$ cat config.mk
export PLATFORM = sky130hd
export DESIGN_NAME = fetch_unit_flat
export DESIGN_NICKNAME = d
export VERILOG_FILES = /design/src/rtl/fetch_unit_pkg.sv /design/src/rtl/fetch_unit_if.sv /design/src/rtl/fetch_unit_skid_buffer.sv /design/src/rtl/fetch_unit.sv /design/src/flat_wrapper.sv
export SDC_FILE = /design/constraint.sdc
export NUM_CORES = 1
export LEC_CHECK = 0
export CAP_MARGIN = 20
export CORE_MARGIN = 4
export CORE_UTILIZATION = 47
export CTS_BUF_LIST = sky130_fd_sc_hd__clkbuf_4
export DETAILED_ROUTE_END_ITERATION = 12
export HOLD_SLACK_MARGIN = 0.05
export PLACE_DENSITY = 0.75
export SLEW_MARGIN = 20
export SYNTH_ARGS = -nofsm -noshare
export SYNTH_HDL_FRONTEND = slang
export SYNTH_SLANG_ARGS = --single-unit
$ cat constraint.sdc
create_clock -name clk -period 2.1 [get_ports clk]
set_clock_uncertainty 0.05 [all_clocks]
set_input_delay 0.315 -clock clk [delete_from_list [all_inputs] [get_ports clk]]
set_output_delay 0.315 -clock clk [all_outputs]
set_load 0.02 [all_outputs]
$ cat src/rtl/fetch_unit_pkg.sv
`default_nettype none
// ============================================================================
// Module      : fetch_unit_pkg
// Description : Shared types and constants for the instruction fetch stage.
//               Optional feature macro: FETCH_MISALIGN_CHECK_EN.
// Revision    : 1.0 - initial release
// ============================================================================
package fetch_unit_pkg;

    typedef logic [63:0] addr_t;
    typedef logic [31:0] u32_t;

    localparam u32_t  c_nop_instr = 32'h0000_0013;
    localparam addr_t c_reset_pc  = 64'h0000_0000_8000_0000;
    localparam addr_t c_pc_step   = 64'd4;

    typedef enum logic [1:0] {
        REQ     = 2'd0,
        HOLD    = 2'd1,
        DISCARD = 2'd2,
        FAULT   = 2'd3
    } fetch_state_t;

    typedef struct packed {
        addr_t pc;
        u32_t  raw_instr;
        logic  exc_misalign;
    } fetch_data_t;

endpackage
`default_nettype wire

$ cat src/rtl/fetch_unit_if.sv
`default_nettype none
// ============================================================================
// Module      : fetch_unit_if
// Description : Instruction bus, redirect and decode handshake of the fetch
//               stage. if_exc_misalign exists only with
//               FETCH_MISALIGN_CHECK_EN defined.
// Revision    : 1.0 - initial release
// ============================================================================
interface fetch_unit_if;
    import fetch_unit_pkg::*;

    logic  ireq_valid;
    addr_t ireq_addr;
    logic  iresp_data_ok;
    u32_t  iresp_data;
    logic  redirect_valid;
    addr_t redirect_pc;
    logic  if_valid;
    logic  if_ready;
    addr_t if_pc;
    u32_t  if_raw_instr;
`ifdef FETCH_MISALIGN_CHECK_EN
    logic  if_exc_misalign;
`endif

    // Fetch stage side
    modport master (
`ifdef FETCH_MISALIGN_CHECK_EN
        output if_exc_misalign,
`endif
        output ireq_valid, ireq_addr, if_valid, if_pc, if_raw_instr,
        input  iresp_data_ok, iresp_data, redirect_valid, redirect_pc, if_ready
    );

    // Bus / execute / decode side
    modport slave (
`ifdef FETCH_MISALIGN_CHECK_EN
        input  if_exc_misalign,
`endif
        input  ireq_valid, ireq_addr, if_valid, if_pc, if_raw_instr,
        output iresp_data_ok, iresp_data, redirect_valid, redirect_pc, if_ready
    );

endinterface
`default_nettype wire

$ cat src/rtl/fetch_unit_skid_buffer.sv
`default_nettype none
// ============================================================================
// Module      : fetch_unit_skid_buffer
// Description : Output pipeline register plus one skid entry with valid/ready
//               handshake and flush. The producer never pushes while the skid
//               is full and the output is stalled.
// Revision    : 1.0 - initial release
// ============================================================================
module fetch_unit_skid_buffer
    import fetch_unit_pkg::*;
(
    input  logic        clk,
    input  logic        resetn,
    input  logic        flush_i,
    input  logic        in_valid_i,
    input  fetch_data_t in_data_i,
    input  logic        out_ready_i,
    output logic        out_valid_o,
    output fetch_data_t out_data_o
);

    logic        out_valid_q, out_valid_d;
    logic        skid_valid_q, skid_valid_d;
    fetch_data_t out_q, out_d;
    fetch_data_t skid_q, skid_d;

    // Next-state: flush first, then drain skid, then accept new data
    always_comb begin
        out_valid_d  = out_valid_q;
        skid_valid_d = skid_valid_q;
        out_d        = out_q;
        skid_d       = skid_q;
        if (flush_i) begin
            out_valid_d  = 1'b0;
            skid_valid_d = 1'b0;
        end else if (skid_valid_q) begin
            if (out_ready_i) begin
                out_d        = skid_q;
                skid_valid_d = in_valid_i;
                skid_d       = in_data_i;
            end
        end else if (in_valid_i) begin
            if (!out_valid_q || out_ready_i) begin
                out_d       = in_data_i;
                out_valid_d = 1'b1;
            end else begin
                skid_d       = in_data_i;
                skid_valid_d = 1'b1;
            end
        end else if (out_ready_i) begin
            out_valid_d = 1'b0;
        end
    end

    // Register update
    always_ff @(posedge clk or negedge resetn) begin
        if (!resetn) begin
            out_valid_q  <= 1'b0;
            skid_valid_q <= 1'b0;
            out_q        <= '0;
            skid_q       <= '0;
        end else begin
            out_valid_q  <= out_valid_d;
            skid_valid_q <= skid_valid_d;
            out_q        <= out_d;
            skid_q       <= skid_d;
        end
    end

    assign out_valid_o = out_valid_q;
    assign out_data_o  = out_q;

endmodule
`default_nettype wire

$ cat src/rtl/fetch_unit.sv
`default_nettype none
// ============================================================================
// Module      : fetch_unit
// Description : Instruction fetch stage. Owns the fetch PC and the instruction
//               bus state machine, drops wrong-path responses after a redirect
//               and feeds decode through a register + skid buffer.
//               Optional feature macro: FETCH_MISALIGN_CHECK_EN.
// Revision    : 1.0 - initial release
// ============================================================================
module fetch_unit
    import fetch_unit_pkg::*;
#(
    parameter addr_t RESET_PC  = c_reset_pc,
    parameter u32_t  NOP_INSTR = c_nop_instr
) (
    input  logic          clk,
    input  logic          resetn,
    fetch_unit_if.master  bus
);

    fetch_state_t state_q, state_d;
    addr_t        pc_q, pc_d;
    addr_t        stale_q, stale_d;
    logic         push;
    fetch_data_t  push_data;
    logic         req_valid;
    addr_t        req_addr;
    logic         out_valid;
    fetch_data_t  out_data;
    logic         out_free;
    addr_t        redirect_target;
    logic         misaligned;

`ifdef FETCH_MISALIGN_CHECK_EN
    assign redirect_target = bus.redirect_pc;
    assign misaligned      = (pc_q[1:0] != 2'b00);
`else
    // Low address bits are meaningless without the misalign check
    assign redirect_target = {bus.redirect_pc[63:2], 2'b00};
    assign misaligned      = 1'b0;
    logic  unused_bits;
    assign unused_bits     = ^{bus.redirect_pc[1:0], out_data.exc_misalign};
`endif

    assign out_free = !out_valid || bus.if_ready;

    // Bus state machine: next state, PC and push into the output buffer
    always_comb begin
        state_d   = state_q;
        pc_d      = pc_q;
        stale_d   = stale_q;
        push      = 1'b0;
        push_data = '{pc: pc_q, raw_instr: bus.iresp_data, exc_misalign: 1'b0};
        req_valid = 1'b0;
        req_addr  = pc_q;
        case (state_q)
            REQ: begin
                if (misaligned) begin
                    if (bus.redirect_valid) begin
                        pc_d = redirect_target;
                    end else begin
                        push                   = 1'b1;
                        push_data.raw_instr    = NOP_INSTR;
                        push_data.exc_misalign = 1'b1;
                        state_d                = FAULT;
                    end
                end else begin
                    req_valid = 1'b1;
                    if (bus.redirect_valid) begin
                        pc_d = redirect_target;
                        // A request still in flight must be drained and dropped
                        if (!bus.iresp_data_ok) begin
                            state_d = DISCARD;
                            stale_d = pc_q;
                        end
                    end else if (bus.iresp_data_ok) begin
                        push    = 1'b1;
                        pc_d    = pc_q + c_pc_step;
                        state_d = out_free ? REQ : HOLD;
                    end
                end
            end
            HOLD: begin
                if (bus.redirect_valid) begin
                    pc_d    = redirect_target;
                    state_d = REQ;
                end else if (bus.if_ready) begin
                    state_d = REQ;
                end
            end
            DISCARD: begin
                req_valid = 1'b1;
                req_addr  = stale_q;
                if (bus.redirect_valid) begin
                    pc_d = redirect_target;
                end
                if (bus.iresp_data_ok) begin
                    state_d = REQ;
                end
            end
            FAULT: begin
                if (bus.redirect_valid) begin
                    pc_d    = redirect_target;
                    state_d = REQ;
                end
            end
            default: state_d = REQ;
        endcase
    end

    // State, PC and stale request address registers
    always_ff @(posedge clk or negedge resetn) begin
        if (!resetn) begin
            state_q <= REQ;
            pc_q    <= RESET_PC;
            stale_q <= '0;
        end else begin
            state_q <= state_d;
            pc_q    <= pc_d;
            stale_q <= stale_d;
        end
    end

    fetch_unit_skid_buffer u_skid (
        .clk         (clk),
        .resetn      (resetn),
        .flush_i     (bus.redirect_valid),
        .in_valid_i  (push),
        .in_data_i   (push_data),
        .out_ready_i (bus.if_ready),
        .out_valid_o (out_valid),
        .out_data_o  (out_data)
    );

    // The request is masked while reset is held so the bus sees no request
    assign bus.ireq_valid   = req_valid && resetn;
    assign bus.ireq_addr    = req_addr;
    assign bus.if_valid     = out_valid;
    assign bus.if_pc        = out_valid ? out_data.pc : '0;
    assign bus.if_raw_instr = out_valid ? out_data.raw_instr : NOP_INSTR;
`ifdef FETCH_MISALIGN_CHECK_EN
    assign bus.if_exc_misalign = out_valid && out_data.exc_misalign;
`endif

endmodule
`default_nettype wire

$ cat src/flat_wrapper.sv
// flat-port wrapper written by rule: the top's interface ports become plain ports
module fetch_unit_flat import fetch_unit_pkg::*;
#(
    parameter addr_t RESET_PC  = c_reset_pc,
    parameter u32_t  NOP_INSTR = c_nop_instr
)
  (clk, resetn, bus_ireq_valid, bus_ireq_addr, bus_if_valid, bus_if_pc, bus_if_raw_instr, bus_iresp_data_ok, bus_iresp_data, bus_redirect_valid, bus_redirect_pc, bus_if_ready);
  fetch_unit_if bus_i ();
  input  logic clk;
  input  logic resetn;
  output wire logic [$bits(bus_i.ireq_valid)-1:0] bus_ireq_valid;
  output wire logic [$bits(bus_i.ireq_addr)-1:0] bus_ireq_addr;
  output wire logic [$bits(bus_i.if_valid)-1:0] bus_if_valid;
  output wire logic [$bits(bus_i.if_pc)-1:0] bus_if_pc;
  output wire logic [$bits(bus_i.if_raw_instr)-1:0] bus_if_raw_instr;
  input wire logic [$bits(bus_i.iresp_data_ok)-1:0] bus_iresp_data_ok;
  input wire logic [$bits(bus_i.iresp_data)-1:0] bus_iresp_data;
  input wire logic [$bits(bus_i.redirect_valid)-1:0] bus_redirect_valid;
  input wire logic [$bits(bus_i.redirect_pc)-1:0] bus_redirect_pc;
  input wire logic [$bits(bus_i.if_ready)-1:0] bus_if_ready;
  assign bus_ireq_valid = bus_i.ireq_valid;
  assign bus_ireq_addr = bus_i.ireq_addr;
  assign bus_if_valid = bus_i.if_valid;
  assign bus_if_pc = bus_i.if_pc;
  assign bus_if_raw_instr = bus_i.if_raw_instr;
  assign bus_i.iresp_data_ok = bus_iresp_data_ok;
  assign bus_i.iresp_data = bus_iresp_data;
  assign bus_i.redirect_valid = bus_redirect_valid;
  assign bus_i.redirect_pc = bus_redirect_pc;
  assign bus_i.if_ready = bus_if_ready;
  fetch_unit #(.RESET_PC(RESET_PC), .NOP_INSTR(NOP_INSTR)) u_core (.clk(clk), .resetn(resetn), .bus(bus_i));
endmodule
==> insert_results.sql, run 1 <==
INSERT INTO impl_metrics (metric_group, metric, value, unit) VALUES
('sta', 'whs', '0.175', 'ns'),
('floorplanning', 'floorplan.initialDensity', '47.6', '%'),
('floorplanning', 'design.die.area', '37000', 'um2'),
('cts', 'max-clock-path-buffers', '3', ''),
('job', 'max_cap_viol_count', '0', ''),
('cts', 'cts_inserted_buffers', '85', ''),
('place', 'pre_cts_ws', '-0.473', 'ns'),
('power', 'vdd_ir_drop_max', '511', 'uV'),
('floorplanning', 'placeableCoreArea', '33500', 'um2'),
('synthesis', 'ys_top_cells_by_count', '315 x sky130_fd_sc_hd__dfrtp_1, 158 x sky130_fd_sc_hd__mux2_2, 150 x sky130_fd_sc_hd__nand2_1', ''),
('synthesis', 'synth_mux_area_share', '22.6', '%'),
('cts', 'cts_htree_levels', '3', ''),
('synthesis', 'ys_seq_area_share', '49.6', '%'),
('critical_path', 'worst_ep_arrival_time', '2.24', 'ns'),
('synthesis', 'postSynth.asyncResetShare', '100', '%'),
('cts', 'cts_sink_count', '316', ''),
('synthesis', 'adder_cell_fraction_of_synth_area', '0.0784', '%'),
('sta', 'maxSlewViolCount', '0', ''),
('floorplanning', 'rows', '67', ''),
('floorplanning', 'die_w', '192', 'um'),
('place', 'port_buffers', '256', ''),
('critical_path', 'critical_path.endpoint', 'bus_ireq_addr[22]', ''),
('routing', 'wirelength', '59.9', 'mm'),
('synthesis', 'synth_area_leaders', 'sky130_fd_sc_hd__dfrtp_1 49%, sky130_fd_sc_hd__mux2_2 11%, sky130_fd_sc_hd__mux2i_1 5.9%, sky130_fd_sc_hd__mux2_4 5.6%, sky130_fd_sc_hd__and2_1 3.8%', ''),
('routing', 'drt_iter0_drcs', '1308', ''),
('layout', 'final_core_utilization', '72.6', '%'),
('place', 'hpwl', '32.4', 'mm'),
('cts', 'cts_tree', 'yes', ''),
('sta', 'max-slew-margin-rel', '34.2', '%'),
('outcome', 'failed_checks', 'setup timing', ''),
('routing', 'routed-via-count', '14663', ''),
('critical_path', 'setup.worst_path.end_class', 'output pin', ''),
('synthesis', 'syn-mean-instance-area', '11.0', 'um2'),
('sta', 'final_period_minus_worst_setup_slack', '2.60', 'ns'),
('sta', 'min_period_over_period', '124', '%'),
('power', 'p_per_area', '779', 'nW/um2'),
('power', 'static-leakage-power', '0.0111', 'uW'),
('cts', 'cts.clk_slew.worst_paths', '0.07', 'ns'),
('routing', 'routed_via_density', '5.98', ''),
('synthesis', 'netlist.area_leader.share', '49.4', '%'),
('place', 'place_congestion', '0.957', ''),
('synthesis', 'synth_compound_area_share', '8.01', '%'),
('synthesis', 'ys.warnings.count', '0', ''),
('synthesis', 'synth.largest_area_cell', 'sky130_fd_sc_hd__dfrtp_1', ''),
('synthesis', 'netlist_cell_types', '64', ''),
('sta', 'rsz0062_at_grt', 'true', ''),
('synthesis', 'synthXorXnorAreaFrac', '0.549', '%'),
('layout', 'post_route_cells_drive_above_1_share', '49.3', '%'),
('synthesis', 'ys_ff_latch', '316', ''),
('worst_hold_path', 'hold_path.class', 'in2reg', ''),
('critical_path', 'critical_path.startpoint_type', 'flip-flop', ''),
('global_routing', 'grt_antenna_before_repair', '2', ''),
('outcome', 'run_status', 'complete, but fails checks', ''),
('critical_path', 'critical_path.max_fanout', '6', ''),
('synthesis', 'dominantRegCellSynth', 'sky130_fd_sc_hd__dfrtp_1', ''),
('critical_path', 'timing.critical_path.from', 'u_core.state_q[1]', ''),
('global_routing', 'globalRouteOverflowTotal', '0', ''),
('floorplanning', 'die-height', '192', 'um'),
('routing', 'post_drt_wl_per_cell', '24.4', 'um'),
('routing', 'first_pass_iters', '5', ''),
('floorplanning', 'ioPinCount', '263', ''),
('sta', 'maxClockFrequency', '384', 'MHz'),
('global_routing', 'global_route_total_usage_across_every_layer', '27.8', '%'),
('critical_path', 'crit-reg2reg-launch', 'u_core.state_q[1]', ''),
('layout', 'area_growth_from_synthesis_to_layout', '52.6', '%'),
('critical_path', 'rr_worst_depth', '10', ''),
('sta', 'final_count_of_negative_setup_slack_endpoints', '420', ''),
('cts', 'cts.root.buffer_cell', 'sky130_fd_sc_hd__clkbuf_4', ''),
('critical_path', 'critical_path.reg2reg.endpoint', 'u_core.u_skid.skid_q[25]', ''),
('sta', 'setup_slack', '-0.503', 'ns'),
('synthesis', 'postSynthCellCount', '1451', '');
critical path, cell delays in order, from the launching register on:
cell	delay (ns)
sky130_fd_sc_hd__dfrtp_1	0.40
sky130_fd_sc_hd__inv_2	0.07
sky130_fd_sc_hd__nor2_4	0.16
sky130_fd_sc_hd__buf_6	0.15
sky130_fd_sc_hd__buf_8	0.13
sky130_fd_sc_hd__buf_16	0.14
sky130_fd_sc_hd__mux2_4	0.31
sky130_fd_sc_hd__buf_6	0.13
cell usage in the layout (no fill, tap or decap), types with 76 or more instances in the layout:
| cell type | n |
|---|---|
| sky130_fd_sc_hd__dfrtp_1 | 312 |
| sky130_fd_sc_hd__buf_6 | 189 |
| sky130_fd_sc_hd__buf_4 | 155 |
| sky130_fd_sc_hd__nand2_1 | 132 |
| sky130_fd_sc_hd__mux2_4 | 122 |
| sky130_fd_sc_hd__clkbuf_4 | 115 |
| sky130_fd_sc_hd__clkdlybuf4s50_1 | 96 |
| sky130_fd_sc_hd__mux2_2 | 95 |
| sky130_fd_sc_hd__mux2i_1 | 94 |
| sky130_fd_sc_hd__and2_4 | 80 |
| sky130_fd_sc_hd__o21ai_0 | 76 |
timing repair:
action,4_1_cts,5_1_grt
hold buffers,2,0
gates cloned,24,27
endpoints found under the hold margin,318,0
gates resized for setup,777,592
endpoints found under the setup margin,266,386
pin swaps,16,66
setup buffers,37,44
registers in the layout, summed over array words and instances (netlist names):
register / count
u_core.stale_q: 62
u_core.u_skid.out_data_o: 94
u_core.u_skid.skid_q: 94
u_core.u_skid.out_valid_o: 1
u_core.state_q: 2
u_core.pc_q: 62
u_core.u_skid.skid_valid_q: 1
cells by family after synthesis:
group           count (synthesis)
buf+inv                       137
simple gates                  467
flops                         316
other cells                     1
compound gates                208
mux                           311
fa+ha+maj                       1
xor+xnor                       10
where the power goes:
group	switching, uW	internal (uW)
clock network	2650	2760
registers	881	7360
logic	2430	2890
total	5960	13000
through the flow:
step           cell area (um2)  std cells  total power, uW
6_report                 24400       2453            19000
5_1_grt                  24400       2453            19800
4_1_cts                  22300       2401            18000
3_5_place_dp             20100       2205            12400
3_3_place_gp             20100       2205            12200
2_1_floorplan            16000       1454            10400
worst min-delay path by stage:
stage / start / endpoint / slack, ns / cells after the start
after floorplan: resetn / u_core.pc_q[10] / -0.03 / 0
after global placement: u_core.u_skid.out_data_o[16] / u_core.u_skid.out_data_o[16] / 0.40 / 2
after detailed placement: u_core.u_skid.out_data_o[10] / u_core.u_skid.out_data_o[10] / 0.41 / 2
after CTS: bus_redirect_pc[31] / u_core.pc_q[31] / 0.12 / 3
after global routing: bus_redirect_pc[18] / u_core.pc_q[18] / 0.13 / 3
final: bus_redirect_pc[17] / u_core.pc_q[17] / 0.18 / 3
metal layers:
| layer | GRT usage (%) | share of wire (%) | up-vias |
|---|---|---|---|
| li1 | - | - | 6242 |
| met1 | 37.1 | 39 | 7318 |
| met2 | 45.5 | 48 | 920 |
| met3 | 5.52 | 9.2 | 181 |
| met4 | 9.90 | 4.5 | 2 |
| met5 | 0 | 0.018 | - |
cell type report:
type	instances	area (um2)	area share (%)
multi-input combinational	1002	8560	35.1
sequential	316	7920	32.5
timing repair buffer	542	6280	25.8
clock buffer	115	863	3.54
tap	448	561	2.30
clock inverter	18	133	0.545
inverter	11	41.3	0.170
antenna	1	2.50	0.0103
No activity file was read; power rests on OpenSTA's default activity.
==> inputs of run 2 (changes only) <==
--- a/config.mk
+++ b/config.mk
@@ -11,8 +11,10 @@
 export CTS_BUF_LIST = sky130_fd_sc_hd__clkbuf_4
 export DETAILED_ROUTE_END_ITERATION = 12
 export HOLD_SLACK_MARGIN = 0.05
-export PLACE_DENSITY = 0.75
+export PLACE_DENSITY = 0.74
+export REMOVE_ABC_BUFFERS = 1
 export SLEW_MARGIN = 20
 export SYNTH_ARGS = -nofsm -noshare
 export SYNTH_HDL_FRONTEND = slang
+export SYNTH_HIERARCHICAL = 1
 export SYNTH_SLANG_ARGS = --single-unit
==> insert_results.sql, run 2 <==
INSERT INTO impl_metrics (metric_group, metric, value, unit) VALUES
('critical_path', 'required_time_reported_for_the_critical_path_endpoint', '1.74', 'ns'),
('global_routing', 'first_pass_grt_wire_length', '77.8', 'mm'),
('routing', 'ant_nets', '0', ''),
('sta', 'final_period_minus_worst_setup_slack', '2.51', 'ns'),
('sta', 'min_period_over_period', '120', '%'),
('sta', 'tightestPinTransition', '0.902', 'ns'),
('floorplanning', 'ioPinCount', '263', ''),
('floorplanning', 'die_w', '195', 'um'),
('layout', 'fin_area', '23400', 'um2'),
('routing', 'drt_iter0_drcs', '1096', ''),
('cts', 'cts_tree', 'yes', ''),
('cts', 'cts.clk_slew.worst_paths', '0.07', 'ns'),
('place', 'pre_cts_ws', '-0.462', 'ns'),
('layout', 'area_growth_from_synthesis_to_layout', '41.9', '%'),
('global_routing', 'globalRouteOverflowTotal', '0', ''),
('layout', 'nNetsFinal', '2006', ''),
('layout', 'post_layout_nonfiller_instances', '2424', ''),
('sta', 'rsz0062_at_grt', 'true', ''),
('global_routing', 'grt_start_max_net_pins', '126', ''),
('power', 'vdd_ir_drop_max', '495', 'uV'),
('critical_path', 'critical_path.max_fanout', '6', ''),
('outcome', 'failed_checks', 'setup timing', ''),
('routing', 'first_pass_iters', '7', ''),
('layout', 'mostFrequentLayoutCells', '354 x sky130_fd_sc_hd__mux2_2, 315 x sky130_fd_sc_hd__dfrtp_1, 194 x sky130_fd_sc_hd__buf_4', ''),
('routing', 'post_drt_wl_per_cell', '22.5', 'um'),
('place', 'cells_after_dpl', '2189', ''),
('floorplanning', 'rows', '68', ''),
('cts', 'max-clock-path-buffers', '3', ''),
('cts', 'cts_inserted_buffers', '88', ''),
('critical_path', 'critical_path.startpoint_type', 'flip-flop', ''),
('floorplanning', 'design.die.area', '38200', 'um2'),
('routing', 'routed_via_density', '5.65', ''),
('floorplanning', 'die-height', '195', 'um'),
('global_routing', 'grt_pass1_vias', '13979', ''),
('sta', 'maxSlewViolCount', '0', ''),
('synthesis', 'ys.warnings.count', '6', ''),
('layout', 'final_common_cell', 'sky130_fd_sc_hd__mux2_2', ''),
('cts', 'cts_htree_levels', '3', ''),
('sta', 'maxClockFrequency', '398', 'MHz'),
('sta', 'final-hold-violation-count', '0', ''),
('cts', 'cts.root.buffer_cell', 'sky130_fd_sc_hd__clkbuf_4', ''),
('place', 'port_buffers', '258', ''),
('worst_hold_path', 'hold_path.class', 'in2reg', ''),
('critical_path', 'worstSetupPathType', 'reg2out', ''),
('floorplanning', 'floorplan.initialDensity', '47.7', '%'),
('place', 'post_dp_cell_area', '20900', 'um2'),
('synthesis', 'postSynthCellCount', '1386', ''),
('global_routing', 'global_route_total_usage_across_every_layer', '25.5', '%'),
('layout', 'post_route_cells_drive_above_1_share', '53.0', '%'),
('sta', 'setup_slack', '-0.414', 'ns'),
('floorplanning', 'placeableCoreArea', '34600', 'um2'),
('layout', 'nFillCells', '2621', ''),
('global_routing', 'grt_antenna_before_repair', '5', ''),
('place', 'place_congestion', '0.949', ''),
('layout', 'final_core_utilization', '67.6', '%'),
('sta', 'final_count_of_negative_setup_slack_endpoints', '389', ''),
('power', 'p_per_area', '794', 'nW/um2'),
('power', 'static-leakage-power', '0.0105', 'uW'),
('synthesis', 'post_synth_instance_area', '16500', 'um2'),
('routing', 'wirelength', '54.6', 'mm'),
('place', 'hpwl', '33.3', 'mm'),
('routing', 'routed-via-count', '13694', ''),
('routing', 'drc', '0', ''),
('sta', 'max-slew-margin-rel', '39.9', '%'),
('critical_path', 'setup.worst_path.end_class', 'output pin', ''),
('critical_path', 'worst_ep_arrival_time', '2.15', 'ns'),
('synthesis', 'syn-mean-instance-area', '11.9', 'um2'),
('outcome', 'run_status', 'complete, but fails checks', ''),
('cts', 'clk_latency', '0.75', 'ns'),
('cts', 'cts_sink_count', '320', ''),
('job', 'max_cap_viol_count', '0', '');
-- run 2: critical path, stage by stage (launching register included) --
cell	delay [ns]
sky130_fd_sc_hd__dfrtp_2	0.36
sky130_fd_sc_hd__nand2b_4	0.19
sky130_fd_sc_hd__buf_6	0.15
sky130_fd_sc_hd__buf_6	0.17
sky130_fd_sc_hd__mux2_2	0.36
sky130_fd_sc_hd__buf_2	0.16
-- run 2: what timing repair did --
action,in CTS,in global routing
pin swaps,0,4
resized for setup,675,310
endpoints found under the setup margin,366,395
setup buffers,22,24
gates cloned,7,26
endpoints found under the hold margin,324,0
hold buffers,4,0
-- run 2: metrics by stage --
stage               total power (uW)   TNS, ns  hold WS (ns)
detailed placement             12700    -94.95        0.0607
floorplan                      10600  -1341.61       -0.0306
global route                   19500   -116.35         0.108
CTS                            18200    -80.19        0.0543
global placement               12500    -74.22        0.0593
finish                         18600    -96.60         0.106
-- run 2: metal layers --
layer,up-vias,GRT usage (%),part of all wire [%]
met2,530,41.0,48
li1,6174,-,-
met5,-,0,0.062
met3,95,5.52,6.9
met1,6889,34.1,42
met4,6,9.59,2.8
-- run 2: area by class of cell --
cell class / instances / area, um2 / share of cell area (%)
diodes: 4 / 10.0 / 0.0427
clock buffers: 131 / 983 / 4.20
clock inverters: 20 / 76.3 / 0.326
inverters: 19 / 73.8 / 0.315
multi-input cells: 956 / 8370 / 35.7
flip-flops and latches: 320 / 8020 / 34.2
well taps: 455 / 569 / 2.43
repair buffers: 519 / 5320 / 22.7
-- run 2: path summary, 6_finish.rpt --
path	cells after the start	to	slack [ns]	from
setup / recovery	5	bus_ireq_addr[58]	-0.41	u_core/state_q[0]
hold / removal	3	u_core/pc_q[37]	0.11	bus_redirect_pc[37]
setup reg to reg	10	u_core/u_skid/skid_q[43]	-0.38	u_core/state_q[0]
hold reg to reg	1	u_core/u_skid/out_data_o[58]	0.44	u_core/u_skid/out_data_o[58]
max in group asynchronous	3	u_core/u_skid/skid_q[12]	1.02	resetn
min in group asynchronous	3	u_core/pc_q[14]	0.18	resetn
-- run 2: power by group --
group          total (uW)  internal [uW]  switching, uW
registers            8190           7450            743
logic                4970           2770           2200
clock network        5440           2830           2610
total               18600          13000           5550
